<file path="src/rtl/bcd_countdown_timer.sv">
// Packed-BCD down-counter with load, start, pause and a one-cycle done pulse.
// Decrements once every TICK_DIV running cycles until the count reaches zero.
module bcd_countdown_timer #(
  parameter int unsigned DIGITS   = 2,
  parameter int unsigned TICK_DIV = 4
) (
  input  logic                  clk,
  input  logic                  reset,
  input  logic                  load,
  input  logic [4*DIGITS-1:0]   load_val,
  input  logic                  start,
  input  logic                  pause,
  output logic [4*DIGITS-1:0]   out,
  output logic                  running,
  output logic                  done
);

  localparam int unsigned W        = 4 * DIGITS;
  localparam int unsigned PW       = (TICK_DIV > 1) ? $clog2(TICK_DIV) : 1;
  localparam logic [PW-1:0] PRE_LAST = PW'(TICK_DIV - 1);

  typedef enum logic [1:0] {ST_IDLE, ST_RUN, ST_DONE} state_t;

  state_t          r_state,   w_state_nxt;
  logic [PW-1:0]   r_presc,   w_presc_nxt;
  logic [W-1:0]    r_out,     w_out_nxt;
  logic            r_running, w_running_nxt;
  logic            r_done,    w_done_nxt;
  logic [W-1:0]    w_clamped;
  logic [W-1:0]    w_dec;

  always_comb begin
    w_clamped = '0;
    for (int unsigned i = 0; i < DIGITS; i++) begin
      w_clamped[4*i +: 4] = (load_val[4*i +: 4] > 4'd9) ? 4'd9 : load_val[4*i +: 4];
    end
  end

  // Borrow ripples through every digit in one pass; zero digits become 9.
  always_comb begin
    logic w_borrow;
    w_dec    = r_out;
    w_borrow = 1'b1;
    for (int unsigned i = 0; i < DIGITS; i++) begin
      if (w_borrow) begin
        if (r_out[4*i +: 4] == 4'd0) begin
          w_dec[4*i +: 4] = 4'd9;
        end else begin
          w_dec[4*i +: 4] = r_out[4*i +: 4] - 4'd1;
          w_borrow        = 1'b0;
        end
      end
    end
  end

  always_comb begin
    w_state_nxt   = r_state;
    w_presc_nxt   = r_presc;
    w_out_nxt     = r_out;
    w_running_nxt = r_running;
    w_done_nxt    = 1'b0;
    if (load) begin
      w_out_nxt     = w_clamped;
      w_state_nxt   = ST_IDLE;
      w_presc_nxt   = '0;
      w_running_nxt = 1'b0;
    end else begin
      case (r_state)
        ST_IDLE: begin
          if (start) begin
            w_presc_nxt = '0;
            if (r_out != '0) begin
              w_state_nxt   = ST_RUN;
              w_running_nxt = 1'b1;
            end else begin
              w_state_nxt = ST_DONE;
              w_done_nxt  = 1'b1;
            end
          end
        end
        ST_RUN: begin
          if (!pause) begin
            if (r_presc == PRE_LAST) begin
              w_presc_nxt = '0;
              if (r_out == W'(1)) begin
                w_out_nxt     = '0;
                w_state_nxt   = ST_DONE;
                w_running_nxt = 1'b0;
                w_done_nxt    = 1'b1;
              end else begin
                w_out_nxt = w_dec;
              end
            end else begin
              w_presc_nxt = r_presc + PW'(1);
            end
          end
        end
        ST_DONE: begin
          w_running_nxt = 1'b0;
        end
        default: begin
          w_state_nxt   = ST_IDLE;
          w_running_nxt = 1'b0;
        end
      endcase
    end
  end

  always_ff @(posedge clk or posedge reset) begin
    if (reset) begin
      r_state   <= ST_IDLE;
      r_presc   <= '0;
      r_out     <= '0;
      r_running <= 1'b0;
      r_done    <= 1'b0;
    end else begin
      r_state   <= w_state_nxt;
      r_presc   <= w_presc_nxt;
      r_out     <= w_out_nxt;
      r_running <= w_running_nxt;
      r_done    <= w_done_nxt;
    end
  end

  assign out     = r_out;
  assign running = r_running;
  assign done    = r_done;

endmodule

</file>
<file path="config.mk">
export PLATFORM = sky130hd
export DESIGN_NAME = bcd_countdown_timer
export DESIGN_NICKNAME = d
export VERILOG_FILES = /design/src/rtl/bcd_countdown_timer.sv
export SDC_FILE = /design/constraint.sdc
export NUM_CORES = 1
export LEC_CHECK = 0
export ABC_AREA = 1
export CORE_AREA = 2 2 62 64
export DETAILED_ROUTE_END_ITERATION = 10
export DIE_AREA = 0 0 64 66
export GPL_TIMING_DRIVEN = 0
export HOLD_SLACK_MARGIN = 0.02
export PLACE_DENSITY = 0.56
export REMOVE_ABC_BUFFERS = 1
export SLEW_MARGIN = 5
export SYNTH_ARGS = -nofsm -noshare
export SYNTH_HDL_FRONTEND = slang
export SYNTH_SLANG_ARGS = --single-unit
</file>
<file path="constraint.sdc">
create_clock -name clk -period 1.5 [get_ports clk]
set_input_delay 0.375 -clock clk [delete_from_list [all_inputs] [get_ports clk]]
set_output_delay 0.375 -clock clk [all_outputs]
set_load 0.02 [all_outputs]
</file>
==> run_results.csv <==
group,metric,value,unit
yosys,synth_edf_count,0,
yosys,yosys.area.top_type,"dfrtp_1",
timing,setup_tns,0,ns
setup_path,crit_fanout,4,
timing,tightest_slew,0.603,ns
timing,rsz0062_at_grt,"false",
grt,grt-ovfl-total,0,
drt,drc,0,
clocking,cts.sinks,14,
clocking,clock-root-buffer,"clkbuf_4",
clocking,cts_tree,"built",
setup_path,cp_top_family,"flip-flops",
timing,fmax,0.692,GHz
job,maxCapViolCount,0,
timing,fin_crit_sh,0.963,
yosys,synth_common_cells,"nand2_1 (37), nor2_1 (18), nand3_1 (16), dfrtp_1 (14), inv_1 (12)",
drt,wirelength,2.41,mm
timing,slew_viol_final,0,
drt,ant_nets,0,
yosys,yosysMostFrequentCell,"nand2_1",
timing,finClkSkew,0.00266,ns
floorplanning,row_count,22,
power,p_per_area,1200,nW/um^2
grt,antenna_found_initial,0,
power,swShare,0.449,
clocking,ctsHoldBuffers,0,
clocking,numCtsBuffers,3,
finish,diodes,0,
clocking,clock_path_buffers,2,
yosys,syn_inst,143,
yosys,avgSynthCellArea,7.18,um^2
yosys,synth_area,1030,um^2
setup_path,cp_num_buf_inv,1,
drt,drtIter0Drc,34,
power,leakage,0.682,nW
timing,slew-limit-headroom,0.598,
power,pwr-share-comb,0.498,
yosys,yosysSeqAreaShare,0.341,
setup_path,cp.depth,1,
setup_path,cp_slowest_stage_delay,0.44,ns
drt,vias,1008,
floorplanning,die_area,4220,um^2
timing,finalCriticalPeriod,1.44,ns
yosys,async_flop_share,1.00,
clocking,clock_latency,0.28,ns
setup_path,worstReg2RegStart,"out[4]",
placement,port_buffers,22,
setup_path,rr_worst_depth,7,
placement,routabilityCongestion,0.782,
floorplanning,start_util,0.289,
timing,finalHoldViolCount,0,
yosys,ys_ff_latch,14,
yosys,synth_warnings,0,
yosys,ys.flop_type,"dfrtp_1",
setup_path,cp-start-kind,"register",
finish,syn2layout_area_growth,30.1,%
setup_path,worstSetupEndpoint,"out[3]",
timing,setup_viol,0,
setup_path,crit_chain,"dlygate4sd2_1",
setup_path,r2r_setup_slack,0.08,ns
drt,viasPerCell,4.65,
grt,grt_first_pass_wirelength,4.28,mm
power,p_sw,0.721,mW
floorplanning,core,3550,um^2
grt,grt_start_max_net_pins,15,
yosys,yosys-top-cells-area,"dfrtp_1 (34%), nand2_1 (14%), nand3_1 (7.8%), nor2_1 (6.6%), ha_1 (6.1%)",
yosys,synth_top_area_frac,0.341,
power,ir_worst_vdd,0.000409,V
grt,first_global_vias,976,
setup_path,critical_path_class,"reg -> out",
status,status,"completed",
finish,finalInstanceArea,1340,um^2
finish,final_nets,189,
power,p_seq_frac,0.366,
clocking,htreeDepth,1,
yosys,yosysUniqueCellTypes,26,
drt,firstDrtPassIters,4,
floorplanning,fp.dieW,64,um
finish,drive_above_1_share,0.195,
finish,utilization,0.376,
setup_path,rr_endpoint,"done",
setup_path,cp_slowest_cell,"dfrtp_1",
power,intPower,0.886,mW
setup_path,cp.arrival,1.07,ns
grt,track_usage,0.130,
min_path,min_path_type,"in -> async",
setup_path,required,1.12,ns
floorplanning,chipHeight,66,um
clocking,clkTransAtPathRegs,0.09,ns
placement,dpl.hpwl,1.90,mm
setup_path,setup.worst_path.start,"out[3]",
drt,wl_per_cell,11.1,um
floorplanning,io_pins,23,
power,clkPwrFrac,0.137,
placement,place_area,1300,um^2
setup_path,crit_path_end_kind,"output pin",
==> logic make-up (layout without fill, tap and decap cells) <==
logic type / Yosys count / count (layout) / synth area share
simple gates: 89 / 89 / 0.415
buf+inv: 17 / 43 / 0.0694
compound gates: 16 / 16 / 0.0962
flops: 14 / 14 / 0.341
fa+ha+maj: 5 / 5 / 0.0609
xor+xnor: 2 / 2 / 0.0171
==> metal layers <==
| metal | up-vias | wire, um | GRT usage |
|---|---|---|---|
| met2 | 31 | 1180 | 0.215 |
| met4 | 0 | 27 | 0.0707 |
| met3 | 2 | 129 | 0.0221 |
| met5 | - | 0 | 0 |
| met1 | 462 | 1080 | 0.160 |
| li1 | 513 | - | - |
==> power by group through the flow <==
stage          registers [mW]  clock network [mW]  logic (mW)
2_1_floorplan           0.652                   0       0.476
3_3_place_gp            0.596                   0       0.789
3_5_place_dp            0.597                   0       0.810
4_1_cts                 0.589               0.230       0.774
5_1_grt                 0.603               0.249       0.901
6_report                0.588               0.220       0.800
==> sequential cells by signal, summed over array words and instances, names as in the netlist <==
signal,cells
out,8
r_state,2
running,1
r_presc,2
done,1
==> layout by cell type, fill, tap and decap left out <==
cell	instances
nand2_4	3
buf_4	2
or2_1	1
a21oi_2	1
ha_1	4
dfrtp_2	1
xor2_1	2
nor2_4	3
o21ai_0	4
nand4_1	1
nand3_1	16
dfrtp_1	13
nor3_1	1
o21ai_1	2
inv_2	4
a22oi_1	1
nand2_1	36
clkdlybuf4s15_2	1
clkbuf_2	1
a21oi_1	6
nor2_2	5
a31oi_1	1
nor2_1	17
ha_2	1
nand3_2	1
inv_1	11
nand2_2	4
clkbuf_4	3
or2_2	1
clkdlybuf4s50_1	11
clkinv_2	1
dlygate4sd2_1	7
clkdlybuf4s15_1	2
o21ai_4	1
==> how the worst min path moves through the flow <==
| stage | start | to | slack, ns | depth (start not counted) |
|---|---|---|---|---|
| global route | running | running | 0.50 | 2 |
| CTS | running | running | 0.48 | 2 |
| floorplan | reset | done | 0.26 | 1 |
| detailed placement | running | running | 0.46 | 2 |
| finish | reset | out[6] | 0.46 | 2 |
| global placement | running | running | 0.46 | 2 |
==> what timing repair did <==
action                                  CTS  global route
gates resized for setup                  16             8
pin swaps                                 0             2
endpoints found under the setup margin   23            13
hold endpoints to repair                  0             0
setup buffers                             0             2
==> worst reg2reg max path, cell delays in order, from the launching register on <==
cell and delay (ns):
dfrtp_1 0.43, inv_2 0.10, ha_1 0.20, nand2_4 0.10, inv_1 0.08, nand2_2 0.07
or2_1 0.22, a21oi_2 0.14
==> through the flow <==
stage	instances	worst slack, ns	hold WS [ns]	power [mW]
detailed placement	212	-0.689	0.464	1.41
global route	217	0.00114	0.501	1.75
finish	217	0.0553	0.457	1.61
floorplan	142	0.0151	0.264	1.13
CTS	215	0.0192	0.484	1.59
global placement	212	-0.715	0.464	1.38
==> cell type report <==
cell class              instances  area, um^2
repair buffers                 24         223
well taps                      48        60.1
fillers                       372        2210
clock buffers                   3        22.5
multi-input cells             112         618
flip-flops and latches         14         352
inverters                      16        61.3
No activity file was read; power rests on OpenSTA's default activity.
